--- src/rtl/mem_loader_pkg.sv ---
// Shared types and constants for the UART memory loader.
package mem_loader_pkg;

    typedef enum logic [2:0] {
        IDLE,
        CNT_LO,
        CNT_HI,
        DATA,
        CHK,
        DONE
    } state_e;

    localparam logic [7:0] HDR_DONE  = 8'hFF;
    localparam logic [7:0] HDR_REARM = 8'hFE;

    // Wide enough for the largest legal NumMems; callers slice it down.
    function automatic logic [255:0] onehot(input int unsigned idx, input int unsigned n);
        logic [255:0] res;
        res = '0;
        if (idx < n && idx < 256) res[idx[7:0]] = 1'b1;
        return res;
    endfunction

endpackage

--- src/rtl/mem_loader_if.sv ---
// Byte-stream input and memory-write output bundle of the loader.
interface mem_loader_if #(
    parameter int NumMems   = 2,
    parameter int AddrWidth = 12,
    parameter int DataWidth = 32
);
    logic                 rx_dv_i;
    logic [7:0]           rx_byte_i;
    logic                 we_o;
    logic [NumMems-1:0]   sel_o;
    logic [AddrWidth-1:0] addr_o;
    logic [DataWidth-1:0] wdata_o;
    logic                 reset_o;
    logic                 busy_o;
    logic                 err_o;

    modport master (
        input  rx_dv_i, rx_byte_i,
        output we_o, sel_o, addr_o, wdata_o, reset_o, busy_o, err_o
    );

    modport slave (
        output rx_dv_i, rx_byte_i,
        input  we_o, sel_o, addr_o, wdata_o, reset_o, busy_o, err_o
    );
endinterface

--- src/rtl/mem_loader_word_asm.sv ---
// Little-endian word assembler: shifts bytes in LSB first, flags the final byte of each word.
module mem_loader_word_asm #(
    parameter int DataWidth = 32
) (
    input  logic                 clk_i,
    input  logic                 rst_ni,
    input  logic                 clear_i,
    input  logic                 byte_valid_i,
    input  logic [7:0]           byte_i,
    output logic                 word_done_o,
    output logic [DataWidth-1:0] word_o
);
    localparam int NumBytes = DataWidth / 8;
    localparam int CntWidth = (NumBytes > 1) ? $clog2(NumBytes) : 1;
    localparam logic [CntWidth-1:0] CntLast = CntWidth'(NumBytes - 1);

    logic [CntWidth-1:0]  cnt_q;
    logic [DataWidth-1:0] shift_q, shift_d;

    generate
        if (NumBytes == 1) begin : g_single
            assign shift_d = byte_i;
        end else begin : g_multi
            assign shift_d = {byte_i, shift_q[DataWidth-1:8]};
        end
    endgenerate

    // The completed word is presented combinationally so the top can register it on the same edge.
    assign word_o      = shift_d;
    assign word_done_o = byte_valid_i && (cnt_q == CntLast);

    // NOTE: sequential state uses non-blocking assignments so every flop samples pre-edge values.
    always_ff @(posedge clk_i or negedge rst_ni) begin
        if (!rst_ni) begin
            cnt_q   <= '0;
            shift_q <= '0;
        end else if (clear_i) begin
            cnt_q   <= '0;
            shift_q <= '0;
        end else if (byte_valid_i) begin
            shift_q <= shift_d;
            cnt_q   <= word_done_o ? '0 : cnt_q + 1'b1;
        end
    end

endmodule

--- src/rtl/mem_loader.sv ---
// UART stream loader: parses sections and writes words into one of NumMems memories.
// Define LOADER_CHECKSUM_EN to add a per-section XOR checksum byte (CHK state).
module mem_loader
    import mem_loader_pkg::*;
#(
    parameter int NumMems       = 2,
    parameter int AddrWidth     = 12,
    parameter int DataWidth     = 32,
    parameter int TimeoutCycles = 1000000
) (
    input logic         clk_i,
    input logic         rst_ni,
    mem_loader_if.master bus
);
    localparam logic [31:0] TmoLast   = (TimeoutCycles > 0) ? 32'(TimeoutCycles - 1) : 32'd0;
    localparam logic [8:0]  NumMemsW  = 9'(NumMems);

    state_e               state_q, state_d;
    logic [7:0]           target_q, cnt_lo_q;
    logic [15:0]          remaining_q, word_idx_q;
    logic [31:0]          tmo_q;
    logic                 err_q, we_q;
    logic [NumMems-1:0]   sel_q;
    logic [AddrWidth-1:0] addr_q;
    logic [DataWidth-1:0] wdata_q, word;
    logic                 active, timeout, word_done, overflow, valid_hdr;
    logic [15:0]          count_full;
    logic [255:0]         target_onehot;
`ifdef LOADER_CHECKSUM_EN
    logic [7:0]           csum_q;
`endif

    assign active        = state_q inside {CNT_LO, CNT_HI, DATA, CHK};
    assign timeout       = (TimeoutCycles != 0) && active && !bus.rx_dv_i && (tmo_q == TmoLast);
    assign count_full    = {bus.rx_byte_i, cnt_lo_q};
    assign valid_hdr     = {1'b0, bus.rx_byte_i} < NumMemsW;
    // Word indices past the memory depth are still counted so the stream stays framed.
    assign overflow      = (32'(word_idx_q) >> AddrWidth) != 32'd0;
    assign target_onehot = onehot(32'(target_q), NumMems);

    mem_loader_word_asm #(.DataWidth(DataWidth)) u_word_asm (
        .clk_i        (clk_i),
        .rst_ni       (rst_ni),
        .clear_i      (timeout || state_q != DATA),
        .byte_valid_i (bus.rx_dv_i && state_q == DATA),
        .byte_i       (bus.rx_byte_i),
        .word_done_o  (word_done),
        .word_o       (word)
    );

    always_ff @(posedge clk_i or negedge rst_ni) begin
        if (!rst_ni) state_q <= IDLE;
        else         state_q <= state_d;
    end

    // NOTE: default assignment first so no path through the case infers a latch.
    always_comb begin
        state_d = state_q;
        if (timeout) begin
            state_d = IDLE;
        end else if (bus.rx_dv_i) begin
            unique case (state_q)
                IDLE: begin
                    if (bus.rx_byte_i == HDR_DONE) state_d = DONE;
                    else if (valid_hdr)            state_d = CNT_LO;
                end
                CNT_LO: state_d = CNT_HI;
                CNT_HI: state_d = (count_full == 16'd0) ? IDLE : DATA;
                DATA: begin
`ifdef LOADER_CHECKSUM_EN
                    if (word_done && remaining_q == 16'd1) state_d = CHK;
`else
                    if (word_done && remaining_q == 16'd1) state_d = IDLE;
`endif
                end
                CHK:  state_d = IDLE;
                DONE: if (bus.rx_byte_i == HDR_REARM) state_d = IDLE;
                default: state_d = IDLE;
            endcase
        end
    end

    always_comb begin
        bus.reset_o = (state_q != DONE);
        bus.busy_o  = active;
    end

    always_ff @(posedge clk_i or negedge rst_ni) begin
        if (!rst_ni) begin
            target_q    <= '0;
            cnt_lo_q    <= '0;
            remaining_q <= '0;
            word_idx_q  <= '0;
            tmo_q       <= '0;
            err_q       <= 1'b0;
            we_q        <= 1'b0;
            sel_q       <= '0;
            addr_q      <= '0;
            wdata_q     <= '0;
`ifdef LOADER_CHECKSUM_EN
            csum_q      <= '0;
`endif
        end else begin
            we_q  <= 1'b0;
            sel_q <= '0;
            tmo_q <= (!active || bus.rx_dv_i) ? 32'd0 : tmo_q + 32'd1;
            if (timeout) err_q <= 1'b1;
            if (bus.rx_dv_i) begin
                unique case (state_q)
                    IDLE: begin
                        if (bus.rx_byte_i == HDR_DONE) begin
                            // Enter DONE; nothing to latch.
                        end else if (valid_hdr) begin
                            target_q <= bus.rx_byte_i;
                        end else begin
                            err_q <= 1'b1;
                        end
                    end
                    CNT_LO: cnt_lo_q <= bus.rx_byte_i;
                    CNT_HI: begin
                        remaining_q <= count_full;
                        word_idx_q  <= '0;
`ifdef LOADER_CHECKSUM_EN
                        csum_q      <= '0;
`endif
                    end
                    DATA: begin
`ifdef LOADER_CHECKSUM_EN
                        csum_q <= csum_q ^ bus.rx_byte_i;
`endif
                        if (word_done) begin
                            remaining_q <= remaining_q - 16'd1;
                            word_idx_q  <= word_idx_q + 16'd1;
                            if (overflow) begin
                                err_q <= 1'b1;
                            end else begin
                                we_q    <= 1'b1;
                                sel_q   <= target_onehot[NumMems-1:0];
                                addr_q  <= AddrWidth'(word_idx_q);
                                wdata_q <= word;
                            end
                        end
                    end
                    CHK: begin
`ifdef LOADER_CHECKSUM_EN
                        if (bus.rx_byte_i != csum_q) err_q <= 1'b1;
`endif
                    end
                    DONE: if (bus.rx_byte_i == HDR_REARM) err_q <= 1'b0;
                    default: ;
                endcase
            end
        end
    end

    assign bus.we_o    = we_q;
    assign bus.sel_o   = sel_q;
    assign bus.addr_o  = addr_q;
    assign bus.wdata_o = wdata_q;
    assign bus.err_o   = err_q;

endmodule

--- src/flat_wrapper.sv ---
// flat-port wrapper written by rule: the top's interface ports become plain ports
module mem_loader_flat import mem_loader_pkg::*;
#(
    parameter int NumMems       = 2,
    parameter int AddrWidth     = 12,
    parameter int DataWidth     = 32,
    parameter int TimeoutCycles = 1000000
)
  (clk_i, rst_ni, bus_rx_dv_i, bus_rx_byte_i, bus_we_o, bus_sel_o, bus_addr_o, bus_wdata_o, bus_reset_o, bus_busy_o, bus_err_o);
  mem_loader_if #(.NumMems(NumMems), .AddrWidth(AddrWidth), .DataWidth(DataWidth)) bus_i ();
  input logic clk_i;
  input logic rst_ni;
  input wire logic [$bits(bus_i.rx_dv_i)-1:0] bus_rx_dv_i;
  input wire logic [$bits(bus_i.rx_byte_i)-1:0] bus_rx_byte_i;
  output wire logic [$bits(bus_i.we_o)-1:0] bus_we_o;
  output wire logic [$bits(bus_i.sel_o)-1:0] bus_sel_o;
  output wire logic [$bits(bus_i.addr_o)-1:0] bus_addr_o;
  output wire logic [$bits(bus_i.wdata_o)-1:0] bus_wdata_o;
  output wire logic [$bits(bus_i.reset_o)-1:0] bus_reset_o;
  output wire logic [$bits(bus_i.busy_o)-1:0] bus_busy_o;
  output wire logic [$bits(bus_i.err_o)-1:0] bus_err_o;
  assign bus_i.rx_dv_i = bus_rx_dv_i;
  assign bus_i.rx_byte_i = bus_rx_byte_i;
  assign bus_we_o = bus_i.we_o;
  assign bus_sel_o = bus_i.sel_o;
  assign bus_addr_o = bus_i.addr_o;
  assign bus_wdata_o = bus_i.wdata_o;
  assign bus_reset_o = bus_i.reset_o;
  assign bus_busy_o = bus_i.busy_o;
  assign bus_err_o = bus_i.err_o;
  mem_loader #(.NumMems(NumMems), .AddrWidth(AddrWidth), .DataWidth(DataWidth), .TimeoutCycles(TimeoutCycles)) u_core (.clk_i(clk_i), .rst_ni(rst_ni), .bus(bus_i));
endmodule
--- config.mk ---
export PLATFORM = sky130hd
export DESIGN_NAME = mem_loader_flat
export DESIGN_NICKNAME = d
export VERILOG_FILES = /design/src/rtl/mem_loader_pkg.sv /design/src/rtl/mem_loader_if.sv /design/src/rtl/mem_loader_word_asm.sv /design/src/rtl/mem_loader.sv /design/src/flat_wrapper.sv
export SDC_FILE = /design/constraint.sdc
export NUM_CORES = 1
export LEC_CHECK = 0
export ABC_AREA = 1
export CAP_MARGIN = 10
export CORE_ASPECT_RATIO = 0.9
export CORE_MARGIN = 2
export CORE_UTILIZATION = 25
export DETAILED_ROUTE_END_ITERATION = 6
export PLACE_DENSITY_LB_ADDON = 0.08
export SLEW_MARGIN = 20
export SYNTH_ARGS = -nofsm -noshare
export SYNTH_HDL_FRONTEND = slang
export SYNTH_SLANG_ARGS = --single-unit
--- constraint.sdc ---
create_clock -name clk_i -period 1.45 [get_ports clk_i]
set_input_delay 0.29 -clock clk_i [delete_from_list [all_inputs] [get_ports clk_i]]
set_output_delay 0.29 -clock clk_i [all_outputs]
set_load 0.05 [all_outputs]
Word level (Yosys, flattened, before mapping)

Cells that the tools add are included.

Output and inout port bits: 50
Bits in registers: 165
Input bits: 11

Magnitude comparators: 4
Bitwise operators: 2
Mux-type cells: 37
Add/sub/neg operators: 4
Equal/unequal tests: 16
Reduce and logical (&&, ||, !) cells: 22

Operators by type and width:

| operator                                                          | number |
|---|---|
| two-way mux 32 bit                                                | 3 |
| one-hot mux 16 bit (2 select lines)                               | 2 |
| adder 32 x 1 -> 32 bit, second input constant                     | 1 |
| equality test 32 x 20 -> 1 bit, second input constant             | 1 |
| two-way mux 16 bit                                                | 2 |
| nonzero test 32 bit                                               | 1 |
| two-way mux 2 bit                                                 | 9 |
| two-way mux 3 bit                                                 | 6 |
| adder 16 x 1 -> 16 bit, second input constant                     | 1 |
| equality test 16 x 1 -> 1 bit, second input constant              | 1 |
| equality test 8 bit, second input constant                        | 2 |
| logical NOT 16 bit                                                | 1 |
| < comparator 8 x 2 -> 1 bit, second input constant                | 2 |
| subtractor 16 x 1 -> 16 bit, second input constant                | 1 |
| one-hot mux 3 bit (5 select lines)                                | 1 |
| two-way mux 1 bit                                                 | 12 |
| AND reduction 4 bit                                               | 3 |
| < comparator 8 x 9 -> 1 bit, second input constant                | 1 |
| demux 1 bit (select 8 bit)                                        | 1 |
| greater-or-equal comparator 8 x 1 -> 1 bit, second input constant | 1 |
| equality test 3 x 2 -> 1 bit, second input constant               | 2 |
| equality test 3 bit, second input constant                        | 2 |
| logical AND 1 bit                                                 | 6 |
| inequality test 3 x 2 -> 1 bit, second input constant             | 2 |
| 16 further kinds                                                  | 21 |

Longest topological paths before layout

Gate-level depths: netlist of the first run.

Depth in word-level cells: 9
Depth in mapped cells: 11

Modules after synthesis

A second synthesis of the first run with hierarchy kept.

Cell total of the unflattened synthesis: 1051
Area total of the unflattened synthesis: 7902.6 µm²

By module, submodules not included:

| module              | sequential area each (µm²) | cells each | instances | area an instance (µm²) |
|---|---|---|---|---|
| mem_loader          | 3278.1                     | 926        | 1         | 6745.2 |
| mem_loader_word_asm | 650.6                      | 125        | 1         | 1157.4 |

Least setup slack after synthesis of the first run

OpenSTA, ideal clock, no wires.

Kind: reg2reg
Start: register u_core.state_q[1]
End: register u_core.state_q[0]
Data arrival time: 1.485 ns
Slack: -0.152 ns
Cell stages (with the launch flop): 11
Clock period less this slack: 1.602 ns
Required time: 1.333 ns
Path through: dfrtp_1 buf_4 nor2_1 o21ai_1 nand2_2 nand2_4 inv_4 nand2_2 buf_6 nand3_1 nand2_1

Word-level cells in the longest chain between the ends: 6
Elaborated cells between the ends (all ways): 20

RTL lines:

| element                                                                | RTL line           | RTL |
|---|---|---|
| start, declared                                                        | mem_loader.sv:18   | `state_e state_q, state_d;` |
| start signal, assigned                                                 | mem_loader.sv:53   | `else state_q <= state_d;` |
| equality test 3 x 1 -> 1 bit, or another cell as far along             | mem_loader.sv:33   | `assign active = state_q inside {CNT_LO, CNT_HI, DATA, CHK};` |
| nonzero test 4 bit (*)                                                 | mem_loader.sv:33   |  |
| via bus_busy_o                                                         | flat_wrapper.sv:20 | `output wire logic [$bits(bus_i.busy_o)-1:0] bus_busy_o;` |
| logical AND 1 bit (*) (2 in series)                                    | mem_loader.sv:34   | `assign timeout = (TimeoutCycles != 0) && active && !bus.rx_dv_i && (tmo_q == TmoLast);` |
| inequality test 4 x 1 -> 1 bit (no line), or another cell as far along | -                  |  |
| AND reduction 4 bit (no line)                                          | -                  |  |

Mark *: on every way through the listed nets, which the timed path passes. The rest lies on a longest branch. The select of a mux whose other input is x is not followed.
A chain may end at the register's enable or synchronous reset.

Worst setup path in the final report of the first run

Start: register u_core.state_q[0]
End: output bus_busy_o

Word-level cells in the longest chain between the ends: 2
Elaborated cells between the ends (all ways): 5

RTL lines:

| element                                                    | RTL line |
|---|---|
| equality test 3 x 1 -> 1 bit, or another cell as far along | mem_loader.sv:33 |
| nonzero test 4 bit (*)                                     | mem_loader.sv:33 |
| end, declared                                              | flat_wrapper.sv:20 |

Mark *: on every way between the ends. The rest lies on a longest branch, timed or not.

==> results of run 1 <==
-- final cells by class --
cell class | instances | area (µm²) | area share, %
timing repair buffer | 273 | 3089 | 24.25
tap | 416 | 520.5 | 4.085
clock inverter | 12 | 162.7 | 1.277
clock buffer | 18 | 439.2 | 3.447
multi-input combinational | 772 | 4202 | 32.98
inverter | 97 | 394.1 | 3.093
sequential | 157 | 3934 | 30.87
-- cell families after synthesis --
| family | share of synthesized area, % |
|---|---|
| xor+xnor | 1.315 |
| flops | 49.16 |
| buf+inv | 7.452 |
| fa+ha+maj | 0.7828 |
| simple gates | 34.66 |
| compound gates | 6.623 |
-- flip-flops by register name, indices dropped and copies added, names as in the netlist --
name                       flops
u_core.bus.addr_o             12
u_core.bus.err_o               1
u_core.bus.sel_o               2
u_core.bus.wdata_o            32
u_core.bus.we_o                1
u_core.cnt_lo_q                8
u_core.remaining_q            16
u_core.state_q                 3
u_core.target_q                8
u_core.tmo_q                  32
u_core.u_word_asm.cnt_q        2
u_core.u_word_asm.shift_q     24
u_core.word_idx_q             16
-- power by group --
part | switching, W | internal (W) | total (W)
Sequential | 0.000464 | 0.00488 | 0.00534
Clock | 0.00198 | 0.00276 | 0.00474
Combinational | 0.00262 | 0.00230 | 0.00492
-- cell usage after synthesis, types with 2 or more instances --
cell | count | area share, %
a21oi_1 | 16 | 1.0
a21oi_2 | 3 | 0.33
buf_2 | 11 | 0.69
buf_4 | 5 | 0.47
buf_6 | 7 | 0.99
clkbuf_1 | 4 | 0.19
dfrtp_1 | 157 | 49
ha_1 | 5 | 0.78
inv_1 | 91 | 4.3
inv_2 | 4 | 0.19
inv_4 | 2 | 0.16
nand2_1 | 363 | 17
nand2_2 | 7 | 0.55
nand2_4 | 2 | 0.28
nand3_1 | 74 | 4.6
nand3_2 | 2 | 0.25
nand4_1 | 22 | 1.7
nor2_1 | 149 | 7.0
nor2_2 | 3 | 0.23
nor3_1 | 25 | 1.6
o211ai_1 | 4 | 0.38
o21ai_0 | 43 | 2.7
o21ai_1 | 24 | 1.5
o21ai_2 | 2 | 0.22
o22ai_1 | 2 | 0.16
or2_2 | 3 | 0.23
xnor2_1 | 2 | 0.22
xor2_1 | 10 | 1.1
-- per-layer routing --
| metal | vias to the layer above | wire length [µm] | part of all wire, % | GRT usage, % |
|---|---|---|---|---|
| li1 | 3884 | - | - | - |
| met1 | 3590 | 12980 | 51 | 23.44 |
| met2 | 128 | 11330 | 44 | 24.27 |
| met3 | 23 | 828 | 3.2 | 2.611 |
| met4 | 2 | 419 | 1.6 | 4.548 |
| met5 | - | 13 | 0.051 | 0 |
-- worst max-delay path, cell delays in order, from the launching register on --
cell and delay [ns]:
dfrtp_2 0.45, inv_4 0.09, nand3_2 0.08, buf_4 0.15
nand2_4 0.07, buf_6 0.10, buf_12 0.12
-- repair_timing --
action	4_1_cts	5_1_grt
pin swaps	24	46
cloned	1	1
endpoints found under the setup margin	153	153
gates resized for setup	99	140
hold endpoints to repair	33	0
hold buffers	1	0
setup buffers	11	22
-- metrics by stage --
stage / hold slack, ns / power (W) / util (%) / std cells
floorplan: -0.005591 / 0.007475 / - / 1056
global placement: 0.2690 / 0.009520 / 34.60 / 1680
detailed placement: 0.2684 / 0.009509 / 34.60 / 1680
CTS: 0.3825 / 0.01480 / 38.06 / 1722
global route: 0.4048 / 0.01595 / 40.16 / 1745
finish: 0.3722 / 0.01501 / 40.16 / 1745
-- worst min path at each step --
stage                     slack (ns)  depth (start not counted)  startpoint                endpoint
final                           0.37                          2      rst_ni  u_core.bus.wdata_o[24]
after detailed placement        0.27                          1      rst_ni   u_core.bus.addr_o[10]
after global placement          0.27                          1      rst_ni   u_core.bus.addr_o[10]
after floorplan               -0.006                          0      rst_ni    u_core.bus.addr_o[0]
after CTS                       0.38                          2      rst_ni    u_core.bus.addr_o[4]
after global routing            0.40                          2      rst_ni    u_core.bus.addr_o[4]
==> results.toml, run 1 <==
[status]
run_status = "complete, but fails checks"
violations = "setup timing"

[power]
power.density_mw_per_mm2 = 1178
p_leak_nw = 5.985
irDropWorstVdd_v = 0.0009211

[timing]
setup-tns-final_ns = -19.84
tightest_slew_ns = 0.4726
finalCritPeriodShare_pct = 123.4
maxSlewHeadroom_pct = 68.49
min_period_ns = 1.790
rsz0062_at_grt = "yes"
fmax_ghz = 0.5587
setup_viol = 138
finalHoldViolations = 0
skew_ns = 0.01479
final_max_slew_viol_count = 0
setup_slack_ns = -0.3398

[floorplanning]
rows = 62
start_util_pct = 25.19
ios = 61
dieHeight_um = 173.6
die_x_um = 192.5
dieArea_mm2 = 0.03341
core-area_mm2 = 0.03173

[grt]
grt_overflow = 0
grt_usage_pct = 16.02
grt_pass1_vias = 7601
antenna_found_initial = 1
grt_max_degree = 42
grt_pass1_wl_mm = 41.66

[routing]
vias = 7627
avgRoutedWirePerCell_um = 14.65
first_pass_iters = 5
final_antenna_net_count = 0
drc = 0
drt_iter0_drc = 460
viasPerCell = 4.371
wirelength_mm = 25.57

[yosys]
synth_edf_count = 0
ys_async_sr_fraction_pct = 100.0
synth_flop_cell = "dfrtp_1"
syn_area_mm2 = 0.007991
syn_inst = 1056
syn_area_per_cell_um2 = 7.568
syn-num-nets = 1072
yosysWarnings = 0
yosysUniqueCellTypes = 42
yosysSeqAreaShare_pct = 49.16
ys_ff_latch = 157

[cts]
root_buffer = "clkbuf_16"
clk_path_buf_depth = 2
cts_buffers = 17
cts.sinks = 157
clk_pin_slew_ns = 0.07
cts_tree = "built"
clk_latency_ns = 0.44
htree_num_levels = 4

[critical_path]
crit_type = "reg -> out"
cp_max_fo = 4
r2r_end = "u_core.target_q[1]"
arrival_ns = 1.50
crit_end = "bus_busy_o"
r2r-start = "u_core.state_q[0]"
required_ns = 1.16
cp-startpoint = "u_core.state_q[0]"
rrSetupSlack_ns = -0.29
critPathCaptureType = "primary output"
start_kind = "flip-flop"
worstRegToRegCells = 11

[placed_design]
hpwl_mm = 18.91
gp_congestion = 0.8570
dpl_worst_slack_ns = -0.4960
port_buffers = 60
post_dp_cell_area_mm2 = 0.01098

[worst_hold_path]
hold_class = "in -> async"

[layout]
nets = 1334
design_area_mm2 = 0.01274
antennaDiodeCount = 0
area_growth_pct = 59.43
drive_above_1_share_pct = 35.14
fill_cells = 3221
layout_commonest_cell = "nand2_1"
final_cell_mix = "nand2_1, buf_4, dfrtp_1"

[run]
maxCapViolations = 0
Note: power is estimated with default switching activity, not from simulation.
==> inputs of run 2 (changes only) <==
Settings changed: CTS_CLUSTER_SIZE set to 24.
Clock period 1.45 ns to 1.8 ns, I/O delays scaled along.
==> results.toml, run 2 (synthesis gave the netlist of run 1 again) <==
[timing]
min_period_ns = 1.748
skew_ns = 0.01505
tightest_slew_ns = 0.4937
setup-tns-final_ns = 0
rsz0062_at_grt = "yes"
finalCritPeriodShare_pct = 97.13
setup_viol = 0
finalHoldViolations = 0
maxSlewHeadroom_pct = 67.05
final_max_slew_viol_count = 0
fmax_ghz = 0.5720
setup_slack_ns = 0.05169

[routing]
routed.top_layer = "met4"
wirelength_mm = 23.84
final_antenna_net_count = 0
vias = 6964
drt_iter0_drc = 316
wl_met3_um = 760
met1Wirelength_mm = 12.49
drc = 0
avgRoutedWirePerCell_um = 14.75
first_pass_iters = 5
wl_met2_mm = 10.36
viasPerCell = 4.309

[power]
finalPower_w = 0.01072
p_leak_nw = 4.919
power.density_mw_per_mm2 = 1055
seqPwrFrac_pct = 40.4
p_sw_w = 0.003769
irDropWorstVdd_v = 0.0007260
sw_frac_of_total_pct = 35.16
p_int_w = 0.006951
combPwrFrac_pct = 25.2
p_clk_share_pct = 34.5

[cts]
htree_num_levels = 4
cts_buffers = 17
cts_tree = "built"
clk_pin_slew_ns = 0.08
root_buffer = "clkbuf_16"
clk_path_buf_depth = 2
cts.sinks = 157
clk_latency_ns = 0.44

[layout]
drive_above_1_share_pct = 17.17
layout_commonest_cell = "nand2_1"
fin_util_pct = 32.03
multi_input_area_mm2 = 0.003502
seq_area_mm2 = 0.003930
final_cells = 1616
nets = 1203
final_cell_mix = "nand2_1, dfrtp_1, nor2_1"
area_growth_pct = 27.15
fill_cells = 3407
antennaDiodeCount = 0

[grt]
grt_usage_pct = 15.25
grt_pass1_wl_mm = 39.36
antenna_found_initial = 0
grt_overflow = 0
grt_pass1_vias = 7125
grt_max_degree = 66

[placed_design]
hpwl_mm = 17.58
port_buffers = 60
gp_congestion = 0.8344
dp_cells = 1574
dpl_worst_slack_ns = -0.2742

[critical_path]
critPathCaptureType = "primary output"
crit_type = "reg -> out"
slowest_delay_ns = 0.41
cp_cell_sequence = "inv_2 > nor3_4 > inv_2 > buf_6"
crit_top_cell = "inv_2"
critical_path_depth = 4
critical_path.top_delay_family = "flip-flops"
slowest_stage = "dfrtp_1"
arrival_ns = 1.39
start_kind = "flip-flop"
critPathBufInv = 3
cp_max_fo = 4
required_ns = 1.44
worstRegToRegCells = 10

[run]
maxCapViolations = 0

[floorplanning]
rows = 62
start_util_pct = 25.19
core-area_mm2 = 0.03173
dieHeight_um = 173.6
dieArea_mm2 = 0.03341
die_x_um = 192.5
ios = 61

[status]
run_status = "complete, no violations"

[worst_hold_path]
hold_class = "reg -> reg"
holdPathStages = 1
## run 2: final cells by class
type | count | share of cell area [%]
clock buffers | 19 | 4.359
clock inverters | 13 | 1.404
inverters | 97 | 3.682
multi-input cells | 772 | 34.47
flip-flops and latches | 157 | 38.68
well taps | 416 | 5.123
repair buffers | 142 | 12.29
## run 2: power groups by stage
stage	Clock, W	Sequential [W]	Combinational, W
after global placement	0	0.00440	0.00259
after floorplan	0	0.00427	0.00168
after CTS	0.00384	0.00433	0.00269
after global routing	0.00399	0.00439	0.00308
after detailed placement	0	0.00439	0.00257
final	0.00370	0.00433	0.00270
## run 2: path summary, 6_finish.rpt
path | slack [ns] | start | to
min | 0.46 | u_core.tmo_q[0] | u_core.tmo_q[0]
max | 0.05 | u_core.state_q[0] | bus_reset_o
max reg2reg | 0.15 | u_core.tmo_q[0] | u_core.u_word_asm.shift_q[29]
min in group asynchronous | 0.48 | rst_ni | u_core.remaining_q[5]
max in group asynchronous | 0.95 | rst_ni | u_core.u_word_asm.shift_q[9]
min reg2reg | 0.46 | u_core.tmo_q[0] | u_core.tmo_q[0]
## run 2: layer usage
layer,vias to the layer above,global-route usage [%]
met1,3242,23.14
met4,0,3.721
met5,-,0
met2,95,22.38
met3,12,2.510
li1,3615,-
## run 2: stage by stage
stage	hold slack, ns	instance area, µm²
floorplan	0.06441	7991
global placement	0.3814	9453
detailed placement	0.3815	9453
CTS	0.4704	10120
global route	0.4894	10160
finish	0.4626	10160
## run 2: what timing repair did
| action | in CTS | in global routing |
|---|---|---|
| endpoints found under the setup margin | 5 | 17 |
| hold buffers | 1 | 0 |
| endpoints found under the hold margin | 157 | 0 |
| gates resized for setup | 9 | 7 |
| cloned | 0 | 0 |
| pin swaps | 1 | 1 |
| setup buffers | 7 | 2 |
